## config.mk

```make
export PLATFORM = sky130hd
export DESIGN_NAME = udt_conn_ctrl
export DESIGN_NICKNAME = d
export VERILOG_FILES = /design/src/rtl/udt_pkg.sv /design/src/rtl/udt_timer.sv /design/src/rtl/udt_conn_ctrl.sv
export SDC_FILE = /design/constraint.sdc
export NUM_CORES = 1
export LEC_CHECK = 0
export CAP_MARGIN = 20
export CORE_MARGIN = 4
export CORE_UTILIZATION = 61
export DETAILED_ROUTE_END_ITERATION = 10
export GPL_TIMING_DRIVEN = 0
export PLACE_DENSITY_LB_ADDON = 0.3
export SYNTH_ARGS = -nofsm -noshare
export SYNTH_HDL_FRONTEND = slang
export SYNTH_SLANG_ARGS = --single-unit
```

## constraint.sdc

```tcl
create_clock -name clk -period 5 [get_ports clk]
set_input_delay 1 -clock clk [delete_from_list [all_inputs] [get_ports clk]]
set_output_delay 1 -clock clk [all_outputs]
set_load 0.1 [all_outputs]
```

## src/rtl/udt_pkg.sv

```systemverilog
// Shared UDT connection-state encodings and widths.
// Used by configure to decode udt_state reports.
`timescale 1ns/1ps
package udt_pkg;

    typedef enum logic [3:0] {
        UDT_CLOSED     = 4'd0,
        UDT_CONNECTING = 4'd1,
        UDT_CONNECTED  = 4'd2,
        UDT_CLOSING    = 4'd3,
        UDT_BROKEN     = 4'd4
    } udt_state_t;

    localparam int RETRY_W = 8;

endpackage

```

## src/rtl/udt_timer.sv

```systemverilog
// Loadable down-counter: load sets HS_TIMEOUT-1, expired is high on the cycle it reaches 0.
// Latency: expiry HS_TIMEOUT cycles after load; load wins over a same-cycle expiry, clear stops it.
`timescale 1ns/1ps
module udt_timer #(
    parameter int HS_TIMEOUT = 1000,
    parameter int CNT_W      = 16
) (
    input  logic clk,
    input  logic rst,
    input  logic load,
    input  logic clear,
    output logic expired
);

    localparam logic [CNT_W-1:0] LOAD_VAL = CNT_W'(HS_TIMEOUT - 1);

    logic [CNT_W-1:0] cnt;
    logic             running;

    always_ff @(posedge clk or posedge rst) begin
        if (rst) begin
            cnt     <= '0;
            running <= 1'b0;
        end else if (clear) begin
            cnt     <= '0;
            running <= 1'b0;
        end else if (load) begin
            cnt     <= LOAD_VAL;
            running <= 1'b1;
        end else if (running) begin
            if (cnt == '0) begin
                running <= 1'b0;
            end else begin
                cnt <= cnt - CNT_W'(1);
            end
        end
    end

    // Only a timer that was loaded can expire; an idle zero count is not an event.
    assign expired = running && (cnt == '0);

endmodule

```

## src/rtl/udt_conn_ctrl.sv

```systemverilog
// UDT connection FSM: handshake retries, local/peer close, state reporting to configure.
// All outputs registered, one cycle after the causing input; state reports coalesce until accepted.
`timescale 1ns/1ps
module udt_conn_ctrl
    import udt_pkg::*;
#(
    parameter int HS_TIMEOUT = 1000,
    parameter int HS_RETRY   = 8,
    parameter int CNT_W      = 16
) (
    input  logic       clk,
    input  logic       rst,
    input  logic       req_connect,
    output logic       res_connect,
    input  logic       req_close,
    output logic       res_close,
    input  logic       peer_req_close,
    output logic       peer_res_close,
    output logic       hs_send,
    input  logic       hs_ack,
    output logic       shutdown_send,
    output logic [3:0] udt_state,
    output logic       state_valid,
    input  logic       state_ready
);

    udt_state_t         state;
    udt_state_t         nxt;
    logic [RETRY_W-1:0] retry;
    logic [RETRY_W-1:0] retry_n;
    logic               connect_hist;
    logic               armed;
    logic               connect_edge;
    logic               tmr_load;
    logic               tmr_clear;
    logic               tmr_expired;
    logic               hs_send_n;
    logic               res_connect_n;
    logic               res_close_n;
    logic               peer_res_close_n;
    logic               shutdown_send_n;

    // A level held high across reset must not look like a fresh request, so the
    // edge detector is gated until the history register has sampled once.
    assign connect_edge = armed && req_connect && !connect_hist;

    udt_timer #(
        .HS_TIMEOUT (HS_TIMEOUT),
        .CNT_W      (CNT_W)
    ) u_timer (
        .clk     (clk),
        .rst     (rst),
        .load    (tmr_load),
        .clear   (tmr_clear),
        .expired (tmr_expired)
    );

    always_comb begin
        nxt              = state;
        retry_n          = retry;
        tmr_load         = 1'b0;
        tmr_clear        = 1'b0;
        hs_send_n        = 1'b0;
        res_connect_n    = 1'b0;
        res_close_n      = 1'b0;
        peer_res_close_n = 1'b0;
        shutdown_send_n  = 1'b0;
        case (state)
            UDT_CLOSED: begin
                if (connect_edge) begin
                    hs_send_n = 1'b1;
                    tmr_load  = 1'b1;
                    retry_n   = RETRY_W'(1);
                    nxt       = UDT_CONNECTING;
                end
            end
            UDT_CONNECTING: begin
                if (req_close) begin
                    res_close_n = 1'b1;
                    tmr_clear   = 1'b1;
                    nxt         = UDT_CLOSED;
                end else if (hs_ack) begin
                    res_connect_n = 1'b1;
                    tmr_clear     = 1'b1;
                    nxt           = UDT_CONNECTED;
                end else if (tmr_expired) begin
                    if (retry < RETRY_W'(HS_RETRY)) begin
                        hs_send_n = 1'b1;
                        tmr_load  = 1'b1;
                        retry_n   = retry + RETRY_W'(1);
                    end else begin
                        nxt = UDT_BROKEN;
                    end
                end
            end
            UDT_CONNECTED: begin
                // Peer shutdown wins; a same-cycle local close is completed without a shutdown packet.
                if (peer_req_close) begin
                    peer_res_close_n = 1'b1;
                    res_close_n      = req_close;
                    nxt              = UDT_CLOSED;
                end else if (req_close) begin
                    shutdown_send_n = 1'b1;
                    tmr_load        = 1'b1;
                    nxt             = UDT_CLOSING;
                end
            end
            UDT_CLOSING: begin
                if (peer_req_close) begin
                    res_close_n      = 1'b1;
                    peer_res_close_n = 1'b1;
                    tmr_clear        = 1'b1;
                    nxt              = UDT_CLOSED;
                end else if (tmr_expired) begin
                    res_close_n = 1'b1;
                    nxt         = UDT_CLOSED;
                end
            end
            UDT_BROKEN: begin
                if (req_close) begin
                    res_close_n = 1'b1;
                    nxt         = UDT_CLOSED;
                end
            end
            default: begin
                tmr_clear = 1'b1;
                nxt       = UDT_CLOSED;
            end
        endcase
    end

    always_ff @(posedge clk or posedge rst) begin
        if (rst) begin
            state          <= UDT_CLOSED;
            retry          <= '0;
            connect_hist   <= 1'b0;
            armed          <= 1'b0;
            state_valid    <= 1'b0;
            hs_send        <= 1'b0;
            res_connect    <= 1'b0;
            res_close      <= 1'b0;
            peer_res_close <= 1'b0;
            shutdown_send  <= 1'b0;
        end else begin
            state          <= nxt;
            retry          <= retry_n;
            connect_hist   <= req_connect;
            armed          <= 1'b1;
            hs_send        <= hs_send_n;
            res_connect    <= res_connect_n;
            res_close      <= res_close_n;
            peer_res_close <= peer_res_close_n;
            shutdown_send  <= shutdown_send_n;
            // A new change keeps (or re-raises) the report even in the accept cycle.
            if (nxt != state) begin
                state_valid <= 1'b1;
            end else if (state_valid && state_ready) begin
                state_valid <= 1'b0;
            end
        end
    end

    assign udt_state = state;

endmodule

```

==> metrics.md, run 1 <==
| Metric | Value |
|---|---|
| Status | finished clean |
| Initial antenna violation count | 0 |
| Mapped Nets | between 200 and 250 |
| CTS Sinks | 37 |
| Final RePlAce weighted congestion | roughly 0.86 |
| Detailed Route WL | between 3000 and 4000 microns |
| Cell count of the worst reg-to-reg path | 7 |
| First-pass GRT wire length | 7100 microns |
| Mapped Cells | between 150 and 200 |
| GRT overflow | 0 |
| Levels on crit path | 1 |
| Cell taking the most area after synthesis | dfrtp_1 |
| Worst-Margin Slew | approximately 0.99 ns |
| Sequential cell area fraction in the yosys report | a little under half |
| DR vias/cell | around 5.7 |
| Max Fclk | 339 MHz |
| CP max-delay cell | clkdlybuf4s50_1 |
| I/O pins | 17 |
| RSZ-0062 raised after global routing | false |
| Yosys cell types | 50 |
| Worst-Skew Late Latency | between 0.3 and 0.4 ns |
| Worst IR drop on VDD | about 0.0002 V |
| Period utilisation layout | roughly three fifths |
| Pwr per Cell Area | between 200 and 300 mW/mm^2 |
| Hold WC Path Type | reg2reg |
| CTS Buffer Depth | 2 |
| Root Driver | clkbuf_4 |
| Number of endpoints failing setup at the final stage | 0 |
| All-Layer GR Usage | 22.3% |
| Main synth FF type | dfrtp_1 |
| Routed Antenna Nets | 0 |
| Synth top area share | a little under half |
| Crit. Startpoint | udt_state[1] |
| Max Cap Viol | 0 |
| Vias in the first global route | approximately 1500 |
| Via Count | 1489 |
| Most common cell after layout, fill and taps aside | dfrtp_1 |
| Number of synthesized flops with an enable pin | 0 |
| Setup crit end kind | primary output |
| Diode count | 0 |
| Die width | roughly 65 microns |
| Post CTS Setup Buffer Count | 0 |
| TNS Setup | 0 ns |
| H-Tree Depth | 2 |
| First-pass iteration count of the detailed router | 4 |
| Critical Path AT | roughly 2 ns |
| DR WL/cell | ~15 microns |
| Std cell rows | 20 |
| Share of post-route cells with drive strength above 1 | between 10% and 20% |
| Syn avg cell area | about 10 sq um |
| Lkg Pwr | around 0.99 nW |
| Reg clk slew, reported paths | 0.10 ns |
| Number of buffers and inverters on the critical path | 1 |
| Setup Skew | 0.00941 ns |
| Top post-synthesis cells by area | dfrtp_1 47%, xor2_1 4.0%, nor2_1 3.8% |
| WP data required | 4.00 ns |
| TritonCTS buffer count | 5 |
| Synth Register Bits | 37 |
| CTS tree | built |
| Die Ht | between 60 and 70 microns |
| Most frequent cells in the layout | 37 x dfrtp_1, 20 x nor2_1, 16 x clkdlybuf4s50_1 |
| Synth-to-layout area growth | 15.2% |
| Final core occ | about three quarters |
| Syn. warnings | 0 |
| Area of the core | 0.00305 sq mm |
| Cell Area, Placed | 0.00220 sq mm |
| FF-to-FF End | retry[1] |
| Number of port buffers | 16 |
| Slew HR | about a third |
| Post-synthesis async set-or-reset flop share | between 90% and 100% |
| CTS resizes | 0 |
| Max-slew violation count | 0 |
| Largest net degree at the start of global routing | 22 |
| Worst Setup EP | udt_state[1] |
| R2R Setup Slk | ~2.6 ns |
| Fin crit period | about 3.0 ns |
| Number of nets in the layout | ~230 |
| Die area | between 0.004 and 0.005 sq mm |
| CP max stage delay | 1.16 ns |
| Detailed placement HPWL | between 3000 and 4000 microns |
| Critical Path Start Type | register |
| Post-CTS Hold Fix Bufs | 0 |
| Final Cell Area | 0.00226 sq mm |
| Final-report hold violation count | 0 |
| Synthesized area | about 0.0020 sq mm |
| Initial Util | 64.1% |
| Critical path's top delay family | buffers and inverters |
| Worst Path Max Fanout | 5 |
| Worst path cell trace | clkdlybuf4s50_1 |
| Worst r2r src | u_timer.cnt[0] |
| Kind of critical path | reg2out |
| First DRT Iteration DRCs | around 120 |
| DRC | 0 |
final cells by class:
class | count | area (sq um)
multi-input combinational | 141 | 957
sequential | 37 | 926
fill | 230 | 797
timing repair buffer | 17 | 188
clock buffer | 7 | 55.1
tap | 44 | 55.1
buffer | 8 | 52.6
inverter | 6 | 22.5
worst min-delay path by stage:
stage,from,end,slack [ns],cells past startpoint
4_1_cts,retry[4],retry[4],0.50,1
5_1_grt,retry[4],retry[4],0.52,1
2_1_floorplan,retry[7],retry[7],0.44,1
6_report,retry[4],retry[4],0.50,1
3_3_place_gp,retry[7],retry[7],0.46,1
3_5_place_dp,retry[4],retry[4],0.47,1
sequential cells by signal, indices dropped and copies added (netlist names):
signal	count
armed	1
shutdown_send	1
hs_send	1
u_timer.cnt	16
res_close	1
u_timer.running	1
udt_state	4
res_connect	1
state_valid	1
connect_hist	1
retry	8
peer_res_close	1
per-stage QoR:
step	power, mW	setup WS [ns]	hold WS, ns	std cells
floorplan	0.408	2.65	0.444	192
global placement	0.434	1.89	0.461	252
detailed placement	0.442	1.87	0.471	253
CTS	0.600	2.02	0.500	260
global route	0.634	1.98	0.518	260
finish	0.596	2.05	0.498	260
cell families (layout without fill, tap and decap cells):
group	count (synthesis)	in the layout	synth area share [%]
AOI/OAI and AO/OA	27	27	9.39
xor gates and xnor gates	17	17	7.60
adders and majority gates	3	3	1.92
buffers and inverters	14	38	3.83
DFF	37	37	47.3
muxes	1	1	0.511
other	2	2	0.384
and+or+nand+nor	91	91	29.1
where the power goes:
group,leakage (nW),internal (mW),switching (mW)
registers,0.498,0.309,0.00916
logic,0.460,0.0440,0.0750
clock network,0.0314,0.0664,0.0929
metal layers:
metal / part of all wire [%] / track usage (%)
met2: 52 / 39.0
met5: 0 / 0
met1: 42 / 26.5
met3: 4.7 / 6.07
met4: 1.4 / 7.39
synth_stat cells (3+ instances only):
cell      count
xor2_1        9
nand4_1       6
and2_1        6
and3_1        3
nand3_1       5
nand3b_1      3
dfrtp_1      37
inv_1         6
a21oi_1       6
buf_2         3
a21o_1        4
o21ai_0       6
nand2_1      14
nor2_1       20
ha_1          3
xnor2_1       8
nor4b_1       4
nor3_1        6
Power figures use the tool's default switching activity.
==> inputs of run 2 (changes only) <==
--- a/config.mk
+++ b/config.mk
@@ -7,7 +7,7 @@
 export LEC_CHECK = 0
 export CAP_MARGIN = 20
 export CORE_MARGIN = 4
-export CORE_UTILIZATION = 61
+export CORE_UTILIZATION = 57
 export DETAILED_ROUTE_END_ITERATION = 10
 export GPL_TIMING_DRIVEN = 0
 export PLACE_DENSITY_LB_ADDON = 0.3
==> constraint.sdc (replaced) <==
create_clock -name clk -period 3 [get_ports clk]
set_input_delay 0.6 -clock clk [delete_from_list [all_inputs] [get_ports clk]]
set_output_delay 0.6 -clock clk [all_outputs]
set_load 0.1 [all_outputs]
==> run 2 against run 1 <==
Compared with the run above: global-route usage down 1.4 points; final cell count up 1.2%; core utilization decreased by 5.2 points; critical path depth unchanged; clock-buffer cell count fell by 1; worst hold slack worse by 0.0020 ns; clock skew rose by 0.013 ns; first-iteration DRC count increased by 33%; final area rose by 1.6%; sequential share of layout area is 0.65 points lower; combinational power grew 66%; largest cell class unchanged; highest routed layer unchanged.
==> metrics.md, run 2 (synthesized netlist as in run 1, its figures left out) <==
| Metric | Value |
|---|---|
| Setup crit end kind | primary output |
| Die area | 0.00444 sq mm (+6.1%) |
| Post-CTS Hold Fix Bufs | 0 (unchanged) |
| Worst Path Max Fanout | 5 (unchanged) |
| Number of nets in the layout | 226 (unchanged) |
| Vias in the first global route | 1538 (+1.1%) |
| Hold path endpoint | retry[4] |
| Met2 Use GR | 34.5% (-4.5 points) |
| Kind of critical path | reg2out |
| Post CTS Setup Buffer Count | 0 (unchanged) |
| Status | finished clean |
| Period utilisation layout | 85.8% |
| Max Cap Viol | 0 (unchanged) |
| Hold path cells | 1 (unchanged) |
| Synth-to-layout area growth | 17.1% |
| Area of the core | 0.00334 sq mm (+9.3%) |
| Hold WC Path Type | reg2reg |
| Grt peak-use layer | met2 |
| Slew HR | 33.1% (-0.44 points) |
| Worst path cell trace | clkdlybuf4s50_1 |
| GR met3 Demand/Resource | 4.89% (-1.2 points) |
| Routed Antenna Nets | 0 (unchanged) |
| TNS Setup | 0 ns (unchanged) |
| Fin crit period | about 2.6 ns |
| Via Count | 1534 (+3.0%) |
| Root Driver | clkbuf_4 |
| Finished Layout Cells | 263 (+1.2%) |
| Diode count | 0 (unchanged) |
| DRC | 0 (unchanged) |
| Max reg flops | 16 (unchanged) |
| CP max stage delay | 1.16 ns (about the same) |
| Die width | 66.6 microns (+3.0%) |
| Critical Path Start Type | register |
| WP data required | 2.40 ns (-1.60 ns) |
| Worst IR drop on VDD | 0.000269 V (+32%) |
| Reg clk slew, reported paths | 0.13 ns (+0.03 ns) |
| CTS resizes | 0 (unchanged) |
| Std cell rows | 21 (+5.0%) |
| Detailed placement HPWL | 3030 microns (+0.35%) |
| Most common cell after layout, fill and taps aside | dfrtp_1 |
| H-Tree Depth | 2 (unchanged) |
| FF-to-FF End | retry[1] |
| CTS tree | built |
| Worst r2r src | u_timer.cnt[0] |
| Cell count of the worst reg-to-reg path | 7 (unchanged) |
| Met1 Track Usage GR | 26.5% (-0.036 points) |
| HP Start | retry[4] |
| Detailed Route WL | 4090 microns (+2.4%) |
| Setup Skew | 0.0227 ns (+0.0133 ns) |
| Max Fclk | around 400 MHz |
| TritonCTS buffer count | 5 (unchanged) |
| Lkg Pwr | 1.00 nW (+1.3%) |
| All-Layer GR Usage | 20.9% (-1.4 points) |
| Filler Cells Inserted | 274 (+19%) |
| Critical Path AT | 1.97 ns (+0.02 ns) |
| Max-slew violation count | 0 (unchanged) |
| First-pass GRT wire length | 7030 microns (-0.97%) |
| Worst-Margin Slew | 1.00 ns (+0.00654 ns) |
| First DRT Iteration DRCs | 153 (+33%) |
| Most frequent cells in the layout | 37 x dfrtp_1, 20 x nor2_1, 16 x clkdlybuf4s50_1 |
| Worst-Skew Late Latency | 0.36 ns (+0.02 ns) |
| CTS Buffer Depth | 2 (unchanged) |
| GRT overflow | 0 (unchanged) |
| Number of endpoints failing setup at the final stage | 0 (unchanged) |
| Largest net degree at the start of global routing | 25 (+14%) |
| Share of post-route cells with drive strength above 1 | 13.4% (+0.86 points) |
| RSZ-0062 raised after global routing | false |
| Number of port buffers | 16 (unchanged) |
| Top reg by flops | u_timer.cnt |
| DR vias/cell | 5.83 (+1.8%) |
| R2R Setup Slk | 0.62 ns (-2.00 ns) |
| Initial Util | 58.7% (-5.5 points) |
| Initial antenna violation count | 0 (unchanged) |
| DR WL/cell | 15.5 microns (+1.2%) |
| Critical path's top delay family | buffers and inverters |
| CP max-delay cell | clkdlybuf4s50_1 |
| CTS Sinks | 37 (unchanged) |
| Die Ht | 66.6 microns (+3.0%) |
| Final-report hold violation count | 0 (unchanged) |
| Final RePlAce weighted congestion | 0.866 (+1.2%) |
| I/O pins | 17 (unchanged) |
| Placed cell count | 255 (+0.79%) |
| Pwr per Cell Area | 481 mW/mm^2 (+82%) |
| First-pass iteration count of the detailed router | 4 (unchanged) |
| Number of buffers and inverters on the critical path | 1 (unchanged) |
==> run 2: cell types whose count changed in the layout (fill, tap and decap cells not counted), sizes merged <==
cell / before / now
clkinvlp: 0 / 1
clkbuf: 9 / 8
bufinv: 0 / 1
==> run 2: per-layer routing <==
layer | vias to the layer above | wire (microns)
met3 | 8 | 197
met1 | 759 | 1830
li1 | 722 | -
met4 | 0 | 58
met2 | 45 | 2000
met5 | - | 0
==> run 2: cell type report <==
cell class              instances  area [sq um]  share of cell area (%)
clock inverters                 2          37.5                    1.64
clock buffers                   6          51.3                    2.24
multi-input cells             141           957                    41.8
inverters                       6          22.5                   0.983
repair buffers                 17           188                    8.19
well taps                      46          57.6                    2.51
plain buffers                   8          52.6                    2.29
flip-flops and latches         37           926                    40.4
==> run 2: worst max-delay path by stage <==
stage | from | end | slack (ns) | depth (start not counted)
after floorplan | udt_state[1] | u_timer.cnt[10] | 0.65 | 6
after global placement | req_close | u_timer.cnt[11] | 0.33 | 7
after detailed placement | req_close | u_timer.cnt[12] | 0.21 | 7
after CTS | udt_state[1] | udt_state[1] | 0.44 | 1
after global routing | u_timer.cnt[0] | retry[1] | 0.34 | 7
final | udt_state[1] | udt_state[1] | 0.43 | 1
==> run 2: through the flow <==
step	utilization, %	total power, mW	cell area [sq um]	hold slack, ns	setup WS [ns]
after CTS	68.7	1.11	2290	0.500	0.439
after global routing	68.7	1.16	2290	0.517	0.342
after detailed placement	66.0	0.736	2200	0.467	0.208
after global placement	65.2	0.723	2180	0.464	0.333
final	68.7	1.10	2290	0.496	0.427
after floorplan	-	0.681	1960	0.444	0.649
==> run 2: power by group <==
part           leakage, nW  internal, mW  switching (mW)
clock network       0.0445         0.198           0.178
registers            0.498         0.515          0.0149
logic                0.460        0.0729           0.125
total                 1.00         0.786           0.318
==> inputs of run 3 (changes only) <==
--- a/config.mk
+++ b/config.mk
@@ -7,9 +7,10 @@
 export LEC_CHECK = 0
 export CAP_MARGIN = 20
 export CORE_MARGIN = 4
-export CORE_UTILIZATION = 57
+export CORE_UTILIZATION = 46
 export DETAILED_ROUTE_END_ITERATION = 10
 export GPL_TIMING_DRIVEN = 0
+export HOLD_SLACK_MARGIN = 0.15
 export PLACE_DENSITY_LB_ADDON = 0.3
 export SYNTH_ARGS = -nofsm -noshare
 export SYNTH_HDL_FRONTEND = slang
==> run 3 against run 2 <==
Compared with the run above: worst setup slack improved by 0.084 ns; final cell count up 0.76%; flip-flop and latch count unchanged; die area is 21% higher; final area is 1.1% lower; fmax up 3.4%; largest power group unchanged.
==> metrics.md, run 3 (synthesized netlist as in run 1, its figures left out) <==
| Metric | Value |
|---|---|
| Die area | 0.00536 sq mm (+21%) |
| Area of the core | 0.00406 sq mm (+22%) |
| Most common cell after layout, fill and taps aside | dfrtp_1 |
| Via Count | 1491 (-2.8%) |
| I/O pins | 17 (unchanged) |
| Die Ht | 73.2 microns (+10%) |
| Kind of critical path | in2reg |
| Worst-Margin Slew | 0.967 ns (-0.0329 ns) |
| Reg clk slew, reported paths | 0.07 ns (-0.06 ns) |
| Std cell rows | 23 (+9.5%) |
| Max reg flops | 16 (unchanged) |
| Critical Path AT | 2.69 ns (+0.72 ns) |
| Fin Hold WS | 0.490 ns (-0.00578 ns) |
| Share of post-route cells with drive strength above 1 | 12.6% (-0.81 points) |
| Switching part of the total | 28.2% (-0.56 points) |
| Synth-to-layout area growth | 15.8% |
| Diode count | 0 (unchanged) |
| Filler Cells Inserted | 355 (+30%) |
| HP Start | retry[7] |
| All-Layer GR Usage | 15.6% (-5.4 points) |
| Initial antenna violation count | 0 (unchanged) |
| Sequential Power Share | 49.6% (+1.6 points) |
| First-pass iteration count of the detailed router | 4 (unchanged) |
| Routed Antenna Nets | 0 (unchanged) |
| DRC | 0 (unchanged) |
| CTS tree | built |
| Detailed Route WL | 3780 microns (-7.4%) |
| Setup Skew | 0.00349 ns (-0.0192 ns) |
| Status | finished clean |
| Worst-Skew Late Latency | 0.28 ns (-0.08 ns) |
| H-Tree Depth | 2 (unchanged) |
| Worst Path Max Fanout | 10 (+5) |
| Lkg Pwr | 0.988 nW (-1.4%) |
| Hold WC Path Type | reg2reg |
| TritonCTS buffer count | 5 (unchanged) |
| Final Cell Area | 0.00227 sq mm (-1.1%) |
| Max Fclk | 402 MHz (+3.4%) |
| TNS Setup | 0 ns (unchanged) |
| Worst IR drop on VDD | 0.000298 V (+11%) |
| First-pass GRT wire length | 6510 microns (-7.5%) |
| WP data required | 3.21 ns (+0.81 ns) |
| Number of nets in the layout | 225 (-0.44%) |
| Clk pwr share | 32.7% (-1.4 points) |
| Setup crit end kind | register |
| Met2 Use GR | 24.9% (-9.6 points) |
| Met1 Track Usage GR | 20.6% (-5.8 points) |
| Cell count of the worst reg-to-reg path | 7 (unchanged) |
| Die width | 73.2 microns (+10%) |
| GRT overflow | 0 (unchanged) |
| Post CTS Setup Buffer Count | 0 (unchanged) |
| DR WL/cell | 14.3 microns (-8.1%) |
| Critical Path Start Type | input pin |
| Pwr per Cell Area | 471 mW/mm^2 (-2.1%) |
| First DRT Iteration DRCs | 111 (-27%) |
| Combinational fraction of design power | 17.7% (-0.2 points) |
| Most frequent cells in the layout | 37 x dfrtp_1, 20 x nor2_1, 16 x clkdlybuf4s50_1 |
| Final-report hold violation count | 0 (unchanged) |
| Number of port buffers | 16 (unchanged) |
| RSZ-0062 raised after global routing | false |
| Grt peak-use layer | met2 |
| Cell Area, Placed | 0.00218 sq mm (-1.0%) |
| CTS Buffer Depth | 2 (unchanged) |
| Period utilisation layout | 83.0% (-2.8 points) |
| Top reg by flops | u_timer.cnt |
| Number of endpoints failing setup at the final stage | 0 (unchanged) |
| GR met3 Demand/Resource | 3.44% (-1.4 points) |
| Largest net degree at the start of global routing | 38 (+52%) |
| Hold path cells | 1 (unchanged) |
| Max-slew violation count | 0 (unchanged) |
| Cell internal pwr | 767 uW (-2.4%) |
| Worst r2r src | u_timer.cnt[0] |
| Final RePlAce weighted congestion | 0.799 (-7.7%) |
| Psw | 302 uW (-5.1%) |
| Root Driver | clkbuf_8 |
| CTS resizes | 0 (unchanged) |
| Detailed placement HPWL | 2650 microns (-12%) |
| Vias in the first global route | 1428 (-7.2%) |
| DR vias/cell | 5.63 (-3.5%) |
| CTS Sinks | 37 (unchanged) |
| Initial Util | 48.3% (-10 points) |
| Max Cap Viol | 0 (unchanged) |
| Post-CTS Hold Fix Bufs | 0 (unchanged) |
| Slew HR | 35.3% (+2.2 points) |
| Crit. Startpoint | req_close |
| Fin crit period | 2.49 ns (-0.0844 ns) |
-- run 3: cell count changes in the layout (fill, tap and decap cells not counted) --
| cell | change |
|---|---|
| clkbuf_8 | +5 |
| buf_16 | -1 |
| bufinv_16 | -1 |
| clkbuf_1 | +1 |
| inv_2 | +1 |
| clkinvlp_4 | -1 |
| clkbuf_4 | -5 |
| inv_1 | -1 |
-- run 3: routing by layer --
| metal | share of wire, % | vias to the layer above | wire (microns) |
|---|---|---|---|
| met3 | 6.1 | 5 | 230 |
| met1 | 48 | 721 | 1800 |
| met5 | 0 | - | 0 |
| met4 | 1.3 | 0 | 49 |
| li1 | - | 720 | - |
| met2 | 45 | 45 | 1710 |
-- run 3: critical path, stage by stage --
cell             delay (ns)
clkdlybuf4s50_1        0.55
nor2_1                 0.21
o21ai_0                0.09
a221o_1                0.35
clkbuf_1               0.23
nand3b_1               0.44
nor2_1                 0.22
-- run 3: final timing paths --
path | end | slack (ns)
min in group asynchronous | udt_state[3] | 0.77
min reg2reg | retry[7] | 0.49
max in group asynchronous | hs_send | 1.74
max | u_timer.cnt[13] | 0.51
min | retry[7] | 0.49
max reg2reg | retry[1] | 0.76
-- run 3: area by class of cell --
type / count / area, sq um / area share (%)
Timing Repair Buffer: 16 / 160 / 7.06
Inverter: 6 / 22.5 / 0.993
Tap cell: 50 / 62.6 / 2.76
Multi-Input combinational cell: 141 / 957 / 42.2
Sequential cell: 37 / 926 / 40.8
Clock buffer: 7 / 86.3 / 3.81
Buffer: 8 / 52.6 / 2.32
-- run 3: metrics by stage --
step           setup slack (ns)  instances  utilization [%]  total power [mW]
2_1_floorplan             0.649        192                -             0.681
3_3_place_gp              0.202        258             53.7             0.727
3_5_place_dp              0.182        258             53.7             0.730
4_1_cts                   0.512        265             55.9              1.08
5_1_grt                   0.350        265             55.9              1.12
6_report                  0.511        265             55.9              1.07
-- run 3: power groups by stage --
stage          clock [mW]  combinational (mW)  sequential, mW
3_3_place_gp            0               0.188           0.539
2_1_floorplan           0               0.121           0.559
3_5_place_dp            0               0.190           0.539
5_1_grt             0.376               0.209           0.532
6_report            0.349               0.189           0.530
4_1_cts             0.355               0.191           0.530
